File: src/rtl/segled_scan.sv
// segled_scan: time-multiplexed hex 7-segment display driver.
//
// Scans DIGITS hex digits taken from one packed data word onto a
// common-digit LED display. Each digit owns a slot of PRESCALE clock
// cycles. The first BLANK_CYCLES cycles of every slot are dark so that
// the previous digit's enable cannot ghost onto the next one. Input data
// lands in a shadow register on load. It moves to the active register
// only at the frame boundary, so a frame never shows a mix of old and
// new values.
//
// Ports:
//   clk         system clock
//   rst_n       asynchronous active-low reset
//   data        packed nibbles, digit i = data[4i+3:4i], digit 0 rightmost
//   dp_in       per-digit decimal point request
//   blank_mask  per-digit force-dark
//   lzb_en      leading-zero blanking enable
//   load        capture data/dp_in/blank_mask/lzb_en into the shadow register
//   segs        segments {g,f,e,d,c,b,a}
//   dp          decimal point segment
//   digit_en    one-hot (or zero) digit select
//   frame_tick  one-cycle pulse presented with the first cycle of each frame
module segled_scan #(
    parameter int DIGITS         = 4,
    parameter int PRESCALE       = 1000,
    parameter int BLANK_CYCLES   = 2,
    parameter int SEG_ACTIVE_LOW = 0,
    parameter int DIG_ACTIVE_LOW = 0
) (
    input  logic                  clk,
    input  logic                  rst_n,
    input  logic [4*DIGITS-1:0]   data,
    input  logic [DIGITS-1:0]     dp_in,
    input  logic [DIGITS-1:0]     blank_mask,
    input  logic                  lzb_en,
    input  logic                  load,
    output logic [6:0]            segs,
    output logic                  dp,
    output logic [DIGITS-1:0]     digit_en,
    output logic                  frame_tick
);

    localparam int CNT_W = (PRESCALE > 1) ? $clog2(PRESCALE) : 1;
    localparam int IDX_W = (DIGITS > 1) ? $clog2(DIGITS) : 1;

    localparam logic [CNT_W-1:0]  CNT_LAST = CNT_W'(PRESCALE - 1);
    localparam logic [IDX_W-1:0]  IDX_LAST = IDX_W'(DIGITS - 1);

    // Inactive output levels; XOR with these applies the pin polarity.
    localparam logic [6:0]        SEG_OFF = (SEG_ACTIVE_LOW != 0) ? 7'h7F : 7'h00;
    localparam logic              DP_OFF  = (SEG_ACTIVE_LOW != 0);
    localparam logic [DIGITS-1:0] DIG_OFF = (DIG_ACTIVE_LOW != 0) ? {DIGITS{1'b1}} : {DIGITS{1'b0}};

    logic [CNT_W-1:0]    r_cnt;
    logic [IDX_W-1:0]    r_idx;

    logic [4*DIGITS-1:0] r_sh_data;
    logic [DIGITS-1:0]   r_sh_dp;
    logic [DIGITS-1:0]   r_sh_blank;
    logic                r_sh_lzb;

    logic [4*DIGITS-1:0] r_ac_data;
    logic [DIGITS-1:0]   r_ac_dp;
    logic [DIGITS-1:0]   r_ac_blank;
    logic                r_ac_lzb;

    logic [6:0]          r_segs;
    logic                r_dp;
    logic [DIGITS-1:0]   r_digit_en;
    logic                r_frame_tick;

    logic                w_cnt_wrap;
    logic                w_frame_end;
    logic                w_past_blank;
    logic [DIGITS-1:0]   w_lzb;
    logic [3:0]          w_nib;
    logic                w_blank_cur;
    logic                w_lzb_cur;
    logic                w_dp_cur;
    logic                w_vis;
    logic [DIGITS-1:0]   w_den;

    function automatic logic [6:0] hex7(input logic [3:0] n);
        logic [6:0] s;
        case (n)
            4'h0:    s = 7'h3F;
            4'h1:    s = 7'h06;
            4'h2:    s = 7'h5B;
            4'h3:    s = 7'h4F;
            4'h4:    s = 7'h66;
            4'h5:    s = 7'h6D;
            4'h6:    s = 7'h7D;
            4'h7:    s = 7'h07;
            4'h8:    s = 7'h7F;
            4'h9:    s = 7'h6F;
            4'hA:    s = 7'h77;
            4'hB:    s = 7'h7C;
            4'hC:    s = 7'h39;
            4'hD:    s = 7'h5E;
            4'hE:    s = 7'h79;
            default: s = 7'h71;
        endcase
        return s;
    endfunction

    assign w_cnt_wrap  = (r_cnt == CNT_LAST);
    assign w_frame_end = w_cnt_wrap && (r_idx == IDX_LAST);

    // With no blank window every cycle of the slot is visible; the
    // comparison is only generated when it can be false.
    generate
        if (BLANK_CYCLES == 0) begin : g_no_blank
            assign w_past_blank = 1'b1;
        end else begin : g_blank
            assign w_past_blank = (r_cnt >= CNT_W'(BLANK_CYCLES));
        end
    endgenerate

    // Prescaler and slot index.
    always_ff @(posedge clk or negedge rst_n) begin
        if (!rst_n) begin
            r_cnt <= '0;
            r_idx <= '0;
        end else if (w_cnt_wrap) begin
            r_cnt <= '0;
            r_idx <= (r_idx == IDX_LAST) ? '0 : r_idx + 1'b1;
        end else begin
            r_cnt <= r_cnt + 1'b1;
        end
    end

    // Shadow register: last load wins.
    always_ff @(posedge clk or negedge rst_n) begin
        if (!rst_n) begin
            r_sh_data  <= '0;
            r_sh_dp    <= '0;
            r_sh_blank <= '0;
            r_sh_lzb   <= 1'b0;
        end else if (load) begin
            r_sh_data  <= data;
            r_sh_dp    <= dp_in;
            r_sh_blank <= blank_mask;
            r_sh_lzb   <= lzb_en;
        end
    end

    // Active register copies the pre-edge shadow at the frame boundary,
    // so a load on the boundary cycle itself waits one more frame.
    always_ff @(posedge clk or negedge rst_n) begin
        if (!rst_n) begin
            r_ac_data  <= '0;
            r_ac_dp    <= '0;
            r_ac_blank <= '0;
            r_ac_lzb   <= 1'b0;
        end else if (w_frame_end) begin
            r_ac_data  <= r_sh_data;
            r_ac_dp    <= r_sh_dp;
            r_ac_blank <= r_sh_blank;
            r_ac_lzb   <= r_sh_lzb;
        end
    end

    // Leading-zero blanking: walk from the top digit down, keeping a
    // running "everything above and including me is zero" flag.
    always_comb begin
        logic v_zero_run;
        v_zero_run = 1'b1;
        w_lzb      = '0;
        for (int unsigned k = 0; k < DIGITS; k++) begin
            v_zero_run = v_zero_run && (r_ac_data[4*(DIGITS-1-k) +: 4] == 4'h0);
            w_lzb[DIGITS-1-k] = r_ac_lzb && (k != DIGITS - 1) && v_zero_run;
        end
    end

    // Per-slot attribute select.
    always_comb begin
        w_nib       = '0;
        w_blank_cur = 1'b0;
        w_lzb_cur   = 1'b0;
        w_dp_cur    = 1'b0;
        for (int unsigned k = 0; k < DIGITS; k++) begin
            if (r_idx == IDX_W'(k)) begin
                w_nib       = r_ac_data[4*k +: 4];
                w_blank_cur = r_ac_blank[k];
                w_lzb_cur   = w_lzb[k];
                w_dp_cur    = r_ac_dp[k];
            end
        end
    end

    assign w_vis = !w_blank_cur && !w_lzb_cur && w_past_blank;

    always_comb begin
        w_den = '0;
        for (int unsigned k = 0; k < DIGITS; k++) begin
            w_den[k] = w_vis && (r_idx == IDX_W'(k));
        end
    end

    // Registered outputs, one cycle behind (idx, cnt).
    always_ff @(posedge clk or negedge rst_n) begin
        if (!rst_n) begin
            r_segs       <= SEG_OFF;
            r_dp         <= DP_OFF;
            r_digit_en   <= DIG_OFF;
            r_frame_tick <= 1'b0;
        end else begin
            r_segs       <= (w_vis ? hex7(w_nib) : 7'h00) ^ SEG_OFF;
            r_dp         <= (w_vis && w_dp_cur) ^ DP_OFF;
            r_digit_en   <= w_den ^ DIG_OFF;
            r_frame_tick <= (r_cnt == '0) && (r_idx == '0);
        end
    end

    assign segs       = r_segs;
    assign dp         = r_dp;
    assign digit_en   = r_digit_en;
    assign frame_tick = r_frame_tick;

endmodule

File: config.mk
export PLATFORM = sky130hd
export DESIGN_NAME = segled_scan
export DESIGN_NICKNAME = d
export VERILOG_FILES = /design/src/rtl/segled_scan.sv
export SDC_FILE = /design/constraint.sdc
export NUM_CORES = 1
export LEC_CHECK = 0
export CORE_ASPECT_RATIO = 0.7
export CORE_MARGIN = 3
export CORE_UTILIZATION = 50
export DETAILED_ROUTE_END_ITERATION = 8
export GPL_ROUTABILITY_DRIVEN = 0
export GPL_TIMING_DRIVEN = 0
export HOLD_SLACK_MARGIN = 0.05
export MAX_ROUTING_LAYER = met4
export PLACE_DENSITY = 0.84
export SYNTH_ARGS = -nofsm -noshare
export SYNTH_HDL_FRONTEND = slang
export SYNTH_SLANG_ARGS = --single-unit
export TNS_END_PERCENT = 30
File: constraint.sdc
create_clock -name clk -period 7.26 [get_ports clk]
set_input_delay 1.452 -clock clk [delete_from_list [all_inputs] [get_ports clk]]
set_output_delay 1.452 -clock clk [all_outputs]
set_load 0.005 [all_outputs]
==> results.yml, run 1 <==
global_routing:
  antenna_found_initial: 0
  grt_max_degree: 76
  grt_overflow: 0
  grt_first_pass_wirelength_um: 11500
  grt_pass1_vias: 2294
  grt_use_total_pct: 18.74
yosys:
  ys.flop_type: "dfrtp_1"
  synth-seq-cells: 75
  yosys.area.top_type: "dfrtp_1"
  synth_cell_types: 49
  synth_area_leaders: "dfrtp_1, mux2_2, mux2_4"
  ys_warn_count: 0
  synth_seq_area_share_pct: 53.29
  synth_top_area_share_pct: 53.29
  synth_area_per_cell_um2: 13.09
  async_reset_ff_share_pct: 100.0
  synth_edf_count: 0
  synth_cells: 269
  synth_nets: 310
  syn-cell-area_um2: 3522
power:
  power_uw: 801.4
  powerDensity_nw_per_um2: 189.7
  peakVddDrop_mv: 0.1224
  p_leak_nw: 1.962
routing:
  drc: 0
  drt_iter0_markers: 153
  met3_length_um: 518
  wl_met2_um: 2993
  num_vias: 2239
  antenna_left: 0
  top_layer_used: "met4"
  dr.pass1.iters: 4
  route.detailed.wl_per_inst_um: 15.75
  wl_met1_um: 2936
  routed_wl_um: 6535
  viasPerCell: 5.395
timing:
  setup_viol: 0
  min_period_ns: 2.720
  min_period_over_period_pct: 37.46
  max_clock_freq_mhz: 367.7
  tns_ns: 0
  clock_skew_ns: 0.01289
  slew_violations: 0
  slew_headroom_pct: 40.32
  tightest_slew_ns: 0.8952
  hold_viol: 0
  rsz0062_at_grt: "no"
floorplan:
  initial_core_util_pct: 54.05
  die_w_um: 106.3
  fp-row-count: 24
  coreArea_um2: 6516
  die_y_um: 76.22
  ios: 41
  dieArea_um2: 8103
setup_path:
  critPathMaxFanout: 9
  slowest_delay_ns: 0.42
  crit_slowest_cell: "dfrtp_1"
  path_depth: 10
  worst-r2r-cell-count: 10
  crit_arrival_ns: 2.99
  crit_family: "simple AND/OR/NAND/NOR gates"
  path_buf_inv: 2
  cp-end-kind: "flip-flop"
  required_ns: 7.53
  reg2reg_slack_ns: 4.54
  path_class: "flip-flop to flip-flop"
  cp-start-kind: "flip-flop"
  path_cells: "ha_1 > buf_2 > nor2_2 > o211ai_1 > o211ai_1 > inv_1 > ha_1 > or3_1 > o221ai_1 > nor2b_1"
cts:
  cts_buffers: 9
  ctsResizeCount: 0
  clk_latency_ns: 0.35
  post_cts_buffers: 0
  htree_levels: 3
  clkTransAtPathRegs_ns: 0.08
  cts.path.max_buffers: 2
  cts_root_buf: "clkbuf_8"
  cts.sinks: 75
  postCtsHoldBufs: 0
  cts_tree: "done"
place:
  dpl-instance-area_um2: 4024
  place_hpwl_um: 4802
  port_buffers: 39
layout:
  fin_nets: 360
  finalInstanceArea_um2: 4224
  syn_to_final_growth_pct: 19.93
  diodes: 0
  drive_above_1_share_pct: 25.62
flow_run:
  drv_cap: 0
worst_hold_path:
  hold_path_class: "flip-flop to flip-flop"
  min_path_cells: 1
status:
  status: "finished, final reports clean"
-- synth_stat cells (2+ instances only) --
cell      number
a311o_1        2
ha_1          13
a211oi_1       2
mux2i_1        2
inv_1          9
nand3_1        7
mux2_2        30
nor3_1         3
o21ai_0        3
buf_6          3
mux2_4        20
clkbuf_1       4
nand3b_1       3
nor2_1        18
xor2_1         3
nand2b_1       2
a21oi_1        8
nor2b_1        6
a221oi_1       2
o211ai_1       2
nand2_1       12
nor3b_1        2
a311oi_1       2
nor4_1         3
buf_2          3
nor3b_2        2
and3_1         3
dfrtp_1       75
xnor2_1        5
-- cells by family after synthesis --
group	share of synthesized area, %
and+or+nand+nor	11.30
buffers and inverters	2.984
xor gates and xnor gates	1.989
adders and majority gates	4.618
AOI/OAI and AO/OA	7.140
DFF	53.29
muxes	18.69
-- placed cells by master, fill, tap and decap left out, types with 3 or more instances in the layout --
cell type / Yosys / routed
dfrtp_1: 75 / 75
clkdlybuf4s50_1: 0 / 38
mux2_2: 30 / 30
mux2_4: 20 / 20
nor2_1: 18 / 18
ha_1: 13 / 13
nand2_1: 12 / 12
inv_1: 9 / 9
clkbuf_8: 0 / 9
a21oi_1: 8 / 8
nand3_1: 7 / 7
nor2b_1: 6 / 6
xnor2_1: 5 / 5
clkbuf_1: 4 / 5
buf_2: 3 / 3
buf_6: 3 / 3
nand3b_1: 3 / 3
nor4_1: 3 / 3
nor3_1: 3 / 3
and3_1: 3 / 3
xor2_1: 3 / 3
o21ai_0: 3 / 3
-- area by class of cell --
type | count | area (um^2)
plain buffers | 11 | 71.32
clock buffers | 10 | 127.6
fillers | 499 | 2292
multi-input cells | 174 | 1540
repair buffers | 39 | 387.9
clock inverters | 6 | 72.57
flip-flops and latches | 75 | 1877
well taps | 91 | 113.9
inverters | 9 | 33.78
-- through the flow --
stage / cells / hold WS [ns] / setup WS, ns / util, %
global placement: 399 / 0.4716 / 2.300 / 61.79
finish: 415 / 0.4982 / 4.540 / 64.82
CTS: 415 / 0.5009 / 4.562 / 64.82
detailed placement: 399 / 0.4901 / 4.430 / 61.75
global route: 415 / 0.5207 / 4.366 / 64.82
floorplan: 269 / 0.4546 / 4.733 / -
-- power breakdown --
part	switching (mW)	total [mW]	internal [mW]	leakage [nW]
logic	0.0152	0.0401	0.0249	0.924
clock network	0.160	0.323	0.162	0.0975
registers	0.00741	0.439	0.431	0.940
-- state kept, by name, summed over array words and instances (netlist names) --
| signal | flops |
|---|---|
| r_ac_lzb | 1 |
| frame_tick | 1 |
| r_sh_blank | 4 |
| r_sh_lzb | 1 |
| r_ac_dp | 4 |
| r_ac_data | 16 |
| r_ac_blank | 4 |
| digit_en | 4 |
| r_idx | 2 |
| r_sh_dp | 4 |
| segs | 7 |
| r_cnt | 10 |
| dp | 1 |
| r_sh_data | 16 |
-- worst register-to-register path: cells and delay by family (launching register included) --
| kind | cells | cell delay, ns |
|---|---|---|
| AO/OA/AOI/OAI | 3 | 0.60 |
| adder cells (fa/ha/maj) | 2 | 0.47 |
| buffers and inverters | 2 | 0.34 |
| flip-flops | 1 | 0.42 |
| AND/OR/NAND/NOR | 3 | 0.82 |
-- path summary, 6_finish.rpt --
| path | endpoint | start |
|---|---|---|
| worst min register to register | r_cnt[0] | r_cnt[0] |
| worst max-delay path | segs[0] | r_idx[0] |
| worst min-delay path | r_cnt[0] | r_cnt[0] |
| worst max register to register | segs[0] | r_idx[0] |
| min in group asynchronous | r_cnt[4] | rst_n |
| max in group asynchronous | segs[3] | rst_n |
-- metal layers --
layer  vias to the layer above  GRT usage [%]
li1                       1058              -
met5                         -              -
met2                        82          26.36
met3                        10          7.367
met1                      1089          24.64
met4                         0          6.727
Note: power is estimated with default switching activity, not from simulation.
==> inputs of run 2 (changes only) <==
--- a/config.mk
+++ b/config.mk
@@ -13,7 +13,7 @@
 export GPL_TIMING_DRIVEN = 0
 export HOLD_SLACK_MARGIN = 0.05
 export MAX_ROUTING_LAYER = met4
-export PLACE_DENSITY = 0.84
+export PLACE_DENSITY = 0.87
 export SYNTH_ARGS = -nofsm -noshare
 export SYNTH_HDL_FRONTEND = slang
 export SYNTH_SLANG_ARGS = --single-unit
==> constraint.sdc (replaced) <==
create_clock -name clk -period 2.3 [get_ports clk]
set_input_delay 0.46 -clock clk [delete_from_list [all_inputs] [get_ports clk]]
set_output_delay 0.46 -clock clk [all_outputs]
set_load 0.005 [all_outputs]
==> results.yml, run 2 (synthesized netlist as in run 1, its figures left out) <==
timing:
  slew_headroom_pct: 39.57
  min_period_ns: 2.230
  max_clock_freq_mhz: 448.3
  whs_ns: 0.2360
  min_period_over_period_pct: 96.98
  hold_viol: 0
  clock_skew_ns: 0.009284
  slew_violations: 0
  tightest_slew_ns: 0.9065
  setup_viol: 0
power:
  peakVddDrop_mv: 0.5345
  power_mw: 2.732
  powerDensity_nw_per_um2: 623.0
  p_leak_nw: 2.010
routing:
  dr.pass1.iters: 4
  drt_iter0_markers: 175
  route.detailed.wl_per_inst_um: 16.35
  antenna_left: 0
  drc: 0
  num_vias: 2245
  routed_wl_um: 6849
  viasPerCell: 5.358
global_routing:
  gr-usage-met1_pct: 24.20
  antenna_found_initial: 0
  grt_use_total_pct: 17.98
  top_usage_layer: "met2"
  grt_pass1_vias: 2280
  grt_max_degree: 76
  grt_overflow: 0
  grt_first_pass_wirelength_um: 11290
  grtUsageMet2_pct: 26.30
  grtUsageMet3_pct: 5.334
cts:
  htree_levels: 3
  cts.sinks: 75
  cts_root_buf: "clkbuf_8"
  cts_buffers: 9
  clkTransAtPathRegs_ns: 0.08
  cts_tree: "done"
  postCtsHoldBufs: 0
  cts.path.max_buffers: 2
  clk_latency_ns: 0.35
setup_path:
  path_buf_inv: 3
  crit_family: "simple AND/OR/NAND/NOR gates"
  critPathMaxFanout: 7
  path_class: "flip-flop to flip-flop"
  cp-end-kind: "flip-flop"
  cp-start-kind: "flip-flop"
  crit_arrival_ns: 2.50
  path_cells: "inv_4 > ha_4 > buf_6 > a211oi_2 > a211o_1 > inv_2 > ha_2 > or3_1 > o221ai_1 > nor2b_1"
  required_ns: 2.57
  slowest_delay_ns: 0.47
  crit_slowest_cell: "dfrtp_2"
layout:
  drive_above_1_share_pct: 30.79
  fin_nets: 365
  seq_area_um2: 1879
  multi_input_area_um2: 1610
  reg_top3: "r_ac_data: 16 flops, r_sh_data: 16 flops, r_cnt: 10 flops"
  fin_util_pct: 67.30
  final_cell_mix: "dfrtp_1, clkdlybuf4s50_1, mux2_2"
  stdcell_count: 419
  syn_to_final_growth_pct: 24.51
  diodes: 0
  finalInstanceArea_um2: 4385
  layout_commonest_cell: "dfrtp_1"
  nFillCells: 478
floorplan:
  ios: 41
  initial_core_util_pct: 54.05
  coreArea_um2: 6516
  die_w_um: 106.3
  dieArea_um2: 8103
  die_y_um: 76.22
  fp-row-count: 24
place:
  port_buffers: 39
  dpl-instance-area_um2: 4024
  place_hpwl_um: 4583
  dp_cells: 399
status:
  status: "finished, final reports clean"
worst_hold_path:
  hold_path_class: "input pin to async pin"
flow_run:
  drv_cap: 0
==> run 2: cell count changes in the layout (fill, tap and decap cells not counted), sizes merged <==
cell	delta
buf	+5
bufinv	+2
clkbuf	-1
clkinv	-1
clkinvlp	-1
==> run 2: what timing repair did <==
item / in CTS / in global routing
endpoints found under the hold margin: 0 / 0
setup buffers: 2 / 4
resized for setup: 9 / 13
endpoints found under the setup margin: 7 / 7
pin swaps: 2 / 4
==> run 2: report_power, final <==
part,internal (mW),total (mW),switching [mW]
Clock,0.720,1.22,0.498
Sequential,1.36,1.39,0.0243
Combinational,0.0788,0.128,0.0495
Total,2.16,2.73,0.572
==> run 2: final cells by class <==
type	instances	share of cell area (%)
sequential	75	42.85
multi-input combinational	174	36.72
timing repair buffer	45	9.872
clock buffer	9	2.825
tap	91	2.596
clock inverter	6	2.568
buffer	10	1.740
inverter	9	0.8274
==> run 2: per-layer routing <==
metal | vias up | part of all wire (%)
met5 | - | 0
met4 | 0 | 1.3
met3 | 12 | 5.1
met2 | 58 | 48
met1 | 1101 | 45
li1 | 1074 | -
==> run 2: final timing paths <==
check                            to  slack [ns]     start  depth (start not counted)
max reg2reg                 segs[0]        0.07  r_idx[0]                         10
max                         segs[0]        0.07  r_idx[0]                         10
min                        r_cnt[9]        0.24     rst_n                          1
min reg2reg                r_cnt[0]        0.49  r_cnt[0]                          1
max in group asynchronous  r_idx[1]        1.44     rst_n                          1
min in group clk           r_cnt[0]        0.49  r_cnt[0]                          1
==> run 2: stage by stage <==
| stage | setup TNS (ns) | setup WS, ns |
|---|---|---|
| 2_1_floorplan | 0 | 0.01291 |
| 4_1_cts | 0 | 0.01589 |
| 3_3_place_gp | -127.29 | -1.694 |
| 5_1_grt | -0.06670 | -0.02734 |
| 3_5_place_dp | -1.121 | -0.3351 |
| 6_report | 0 | 0.06957 |
==> inputs of run 3 (changes only) <==
--- a/config.mk
+++ b/config.mk
@@ -5,15 +5,17 @@
 export SDC_FILE = /design/constraint.sdc
 export NUM_CORES = 1
 export LEC_CHECK = 0
+export CELL_PAD_IN_SITES_DETAIL_PLACEMENT = 1
+export CELL_PAD_IN_SITES_GLOBAL_PLACEMENT = 2
 export CORE_ASPECT_RATIO = 0.7
 export CORE_MARGIN = 3
-export CORE_UTILIZATION = 50
+export CORE_UTILIZATION = 35
 export DETAILED_ROUTE_END_ITERATION = 8
 export GPL_ROUTABILITY_DRIVEN = 0
 export GPL_TIMING_DRIVEN = 0
 export HOLD_SLACK_MARGIN = 0.05
 export MAX_ROUTING_LAYER = met4
-export PLACE_DENSITY = 0.87
+export PLACE_DENSITY = 0.88
 export SYNTH_ARGS = -nofsm -noshare
 export SYNTH_HDL_FRONTEND = slang
 export SYNTH_SLANG_ARGS = --single-unit
==> constraint.sdc (replaced) <==
create_clock -name clk -period 2.3 [get_ports clk]
set_input_delay 0.46 -clock clk [delete_from_list [all_inputs] [get_ports clk]]
set_output_delay 0.46 -clock clk [all_outputs]
set_load 0.05 [all_outputs]
==> results.yml, run 3 (synthesized netlist as in run 1, its figures left out) <==
setup_path:
  slowest_delay_ns: 0.45
  reg2reg_slack_ns: 0.05
  worst-r2r-cell-count: 8
  path_cells: "buf_4 > ha_4 > nand3b_1 > a311o_1 > buf_2 > xnor2_1 > o221ai_2 > nor2b_2"
  required_ns: 2.52
  crit_slowest_cell: "dfrtp_2"
  regToRegEndpoint: "segs[0]"
  cp-start-kind: "flip-flop"
  path_buf_inv: 2
  crit_family: "compound AO/OA/AOI/OAI gates"
  critPathMaxFanout: 13
  r2r_start: "r_idx[0]"
  cp-end-kind: "flip-flop"
  crit_arrival_ns: 2.47
  path_class: "flip-flop to flip-flop"
timing:
  setup_viol: 0
  slew_violations: 0
  tightest_slew_ns: 0.7311
  min_period_ns: 2.247
  clock_skew_ns: 0.006363
  max_clock_freq_mhz: 445.1
  min_period_over_period_pct: 97.68
  slew_headroom_pct: 51.26
  whs_ns: 0.4935
  hold_viol: 0
routing:
  wl_met1_um: 3790
  drc: 0
  num_vias: 2330
  drt_iter0_markers: 104
  antenna_left: 0
  top_layer_used: "met4"
  met3_length_um: 353
  wl_met2_um: 3828
  viasPerCell: 5.054
  routed_wl_um: 8058
  dr.pass1.iters: 4
  route.detailed.wl_per_inst_um: 17.48
global_routing:
  grt_use_total_pct: 15.00
  grt_overflow: 0
  grt_max_degree: 67
  grt_pass1_vias: 2569
  grt_first_pass_wirelength_um: 13270
  antenna_found_initial: 0
power:
  power_mw: 3.084
  peakVddDrop_mv: 0.5431
  p_leak_nw: 2.096
  powerDensity_nw_per_um2: 661.7
floorplan:
  fp-row-count: 29
  die_w_um: 125.9
  die_y_um: 89.93
  initial_core_util_pct: 37.33
  dieArea_um2: 11320
  coreArea_um2: 9434
  ios: 41
worst_hold_path:
  min_path_cells: 1
  hold_path_class: "flip-flop to flip-flop"
  hold-path-endpoint: "r_cnt[0]"
  min_from: "r_cnt[0]"
cts:
  cts.sinks: 75
  cts_root_buf: "clkbuf_16"
  cts_buffers: 9
  cts.path.max_buffers: 2
  clk_latency_ns: 0.34
  htree_levels: 3
  cts_tree: "done"
  clkTransAtPathRegs_ns: 0.06
layout:
  nFillCells: 969
  fin_util_pct: 49.40
  final_cell_mix: "dfrtp_1, clkdlybuf4s50_1, mux2_2"
  drive_above_1_share_pct: 34.72
  layout_commonest_cell: "dfrtp_1"
  diodes: 0
  syn_to_final_growth_pct: 32.33
  reg_top3: "r_ac_data: 16 flops, r_sh_data: 16 flops, r_cnt: 10 flops"
  fin_nets: 373
flow_run:
  drv_cap: 0
place:
  place_hpwl_um: 5484
  port_buffers: 39
status:
  status: "finished, final reports clean"
-- run 3: worst max-delay path by stage --
stage / start / endpoint / slack, ns / cells after the start
final: r_idx[0] / segs[0] / 0.05 / 8
after global routing: r_idx[1] / segs[0] / -0.06 / 10
after CTS: r_idx[1] / segs[0] / 0.01 / 10
after detailed placement: r_idx[0] / segs[0] / -0.37 / 10
after global placement: rst_n / r_sh_data[6] / -1.82 / 1
after floorplan: r_idx[0] / segs[0] / 0.01 / 10
-- run 3: where the power goes --
part           leakage [nW]  internal [mW]  switching, mW
Combinational         0.999         0.0849         0.0522
Clock                 0.160          0.988          0.571
Sequential            0.937           1.36         0.0236
-- run 3: layout make-up --
| cell class | count | area, um^2 | area share, % |
|---|---|---|---|
| Multi-Input combinational cell | 174 | 1660 | 35.62 |
| Clock buffer | 10 | 239.0 | 5.128 |
| Inverter | 9 | 36.28 | 0.7785 |
| Tap cell | 124 | 155.1 | 3.329 |
| Clock inverter | 6 | 93.84 | 2.013 |
| Buffer | 9 | 73.82 | 1.584 |
| Sequential cell | 75 | 1879 | 40.32 |
| Timing Repair Buffer | 54 | 523.0 | 11.22 |
-- run 3: worst register-to-register path: cells and delay by family (launching register included) --
family / cells / cell delay, ns
fa+ha+maj: 1 / 0.21
flops: 1 / 0.45
buf+inv: 2 / 0.36
xor+xnor: 1 / 0.26
compound gates: 2 / 0.49
simple gates: 2 / 0.36
-- run 3: repair_timing --
item / in CTS / in global routing
pin swaps: 2 / 8
setup buffers: 2 / 11
resized for setup: 13 / 21
hold endpoints to repair: 9 / 0
hold buffers: 1 / 0
endpoints found under the setup margin: 7 / 7
-- run 3: routing by layer --
layer | vias to the layer above | track usage, %
li1 | 1086 | -
met2 | 41 | 23.10
met5 | - | -
met4 | 0 | 4.464
met3 | 9 | 4.502
met1 | 1194 | 19.22
-- run 3: per-stage QoR --
step	setup TNS [ns]	worst slack, ns	instance area [um^2]	cells
after detailed placement	-1.412	-0.3656	4093	433
after global placement	-137.06	-1.819	4068	432
after global routing	-0.06298	-0.06298	4661	461
after floorplan	0	0.01291	3522	269
after CTS	0	0.01130	4492	452
final	0	0.05333	4661	461
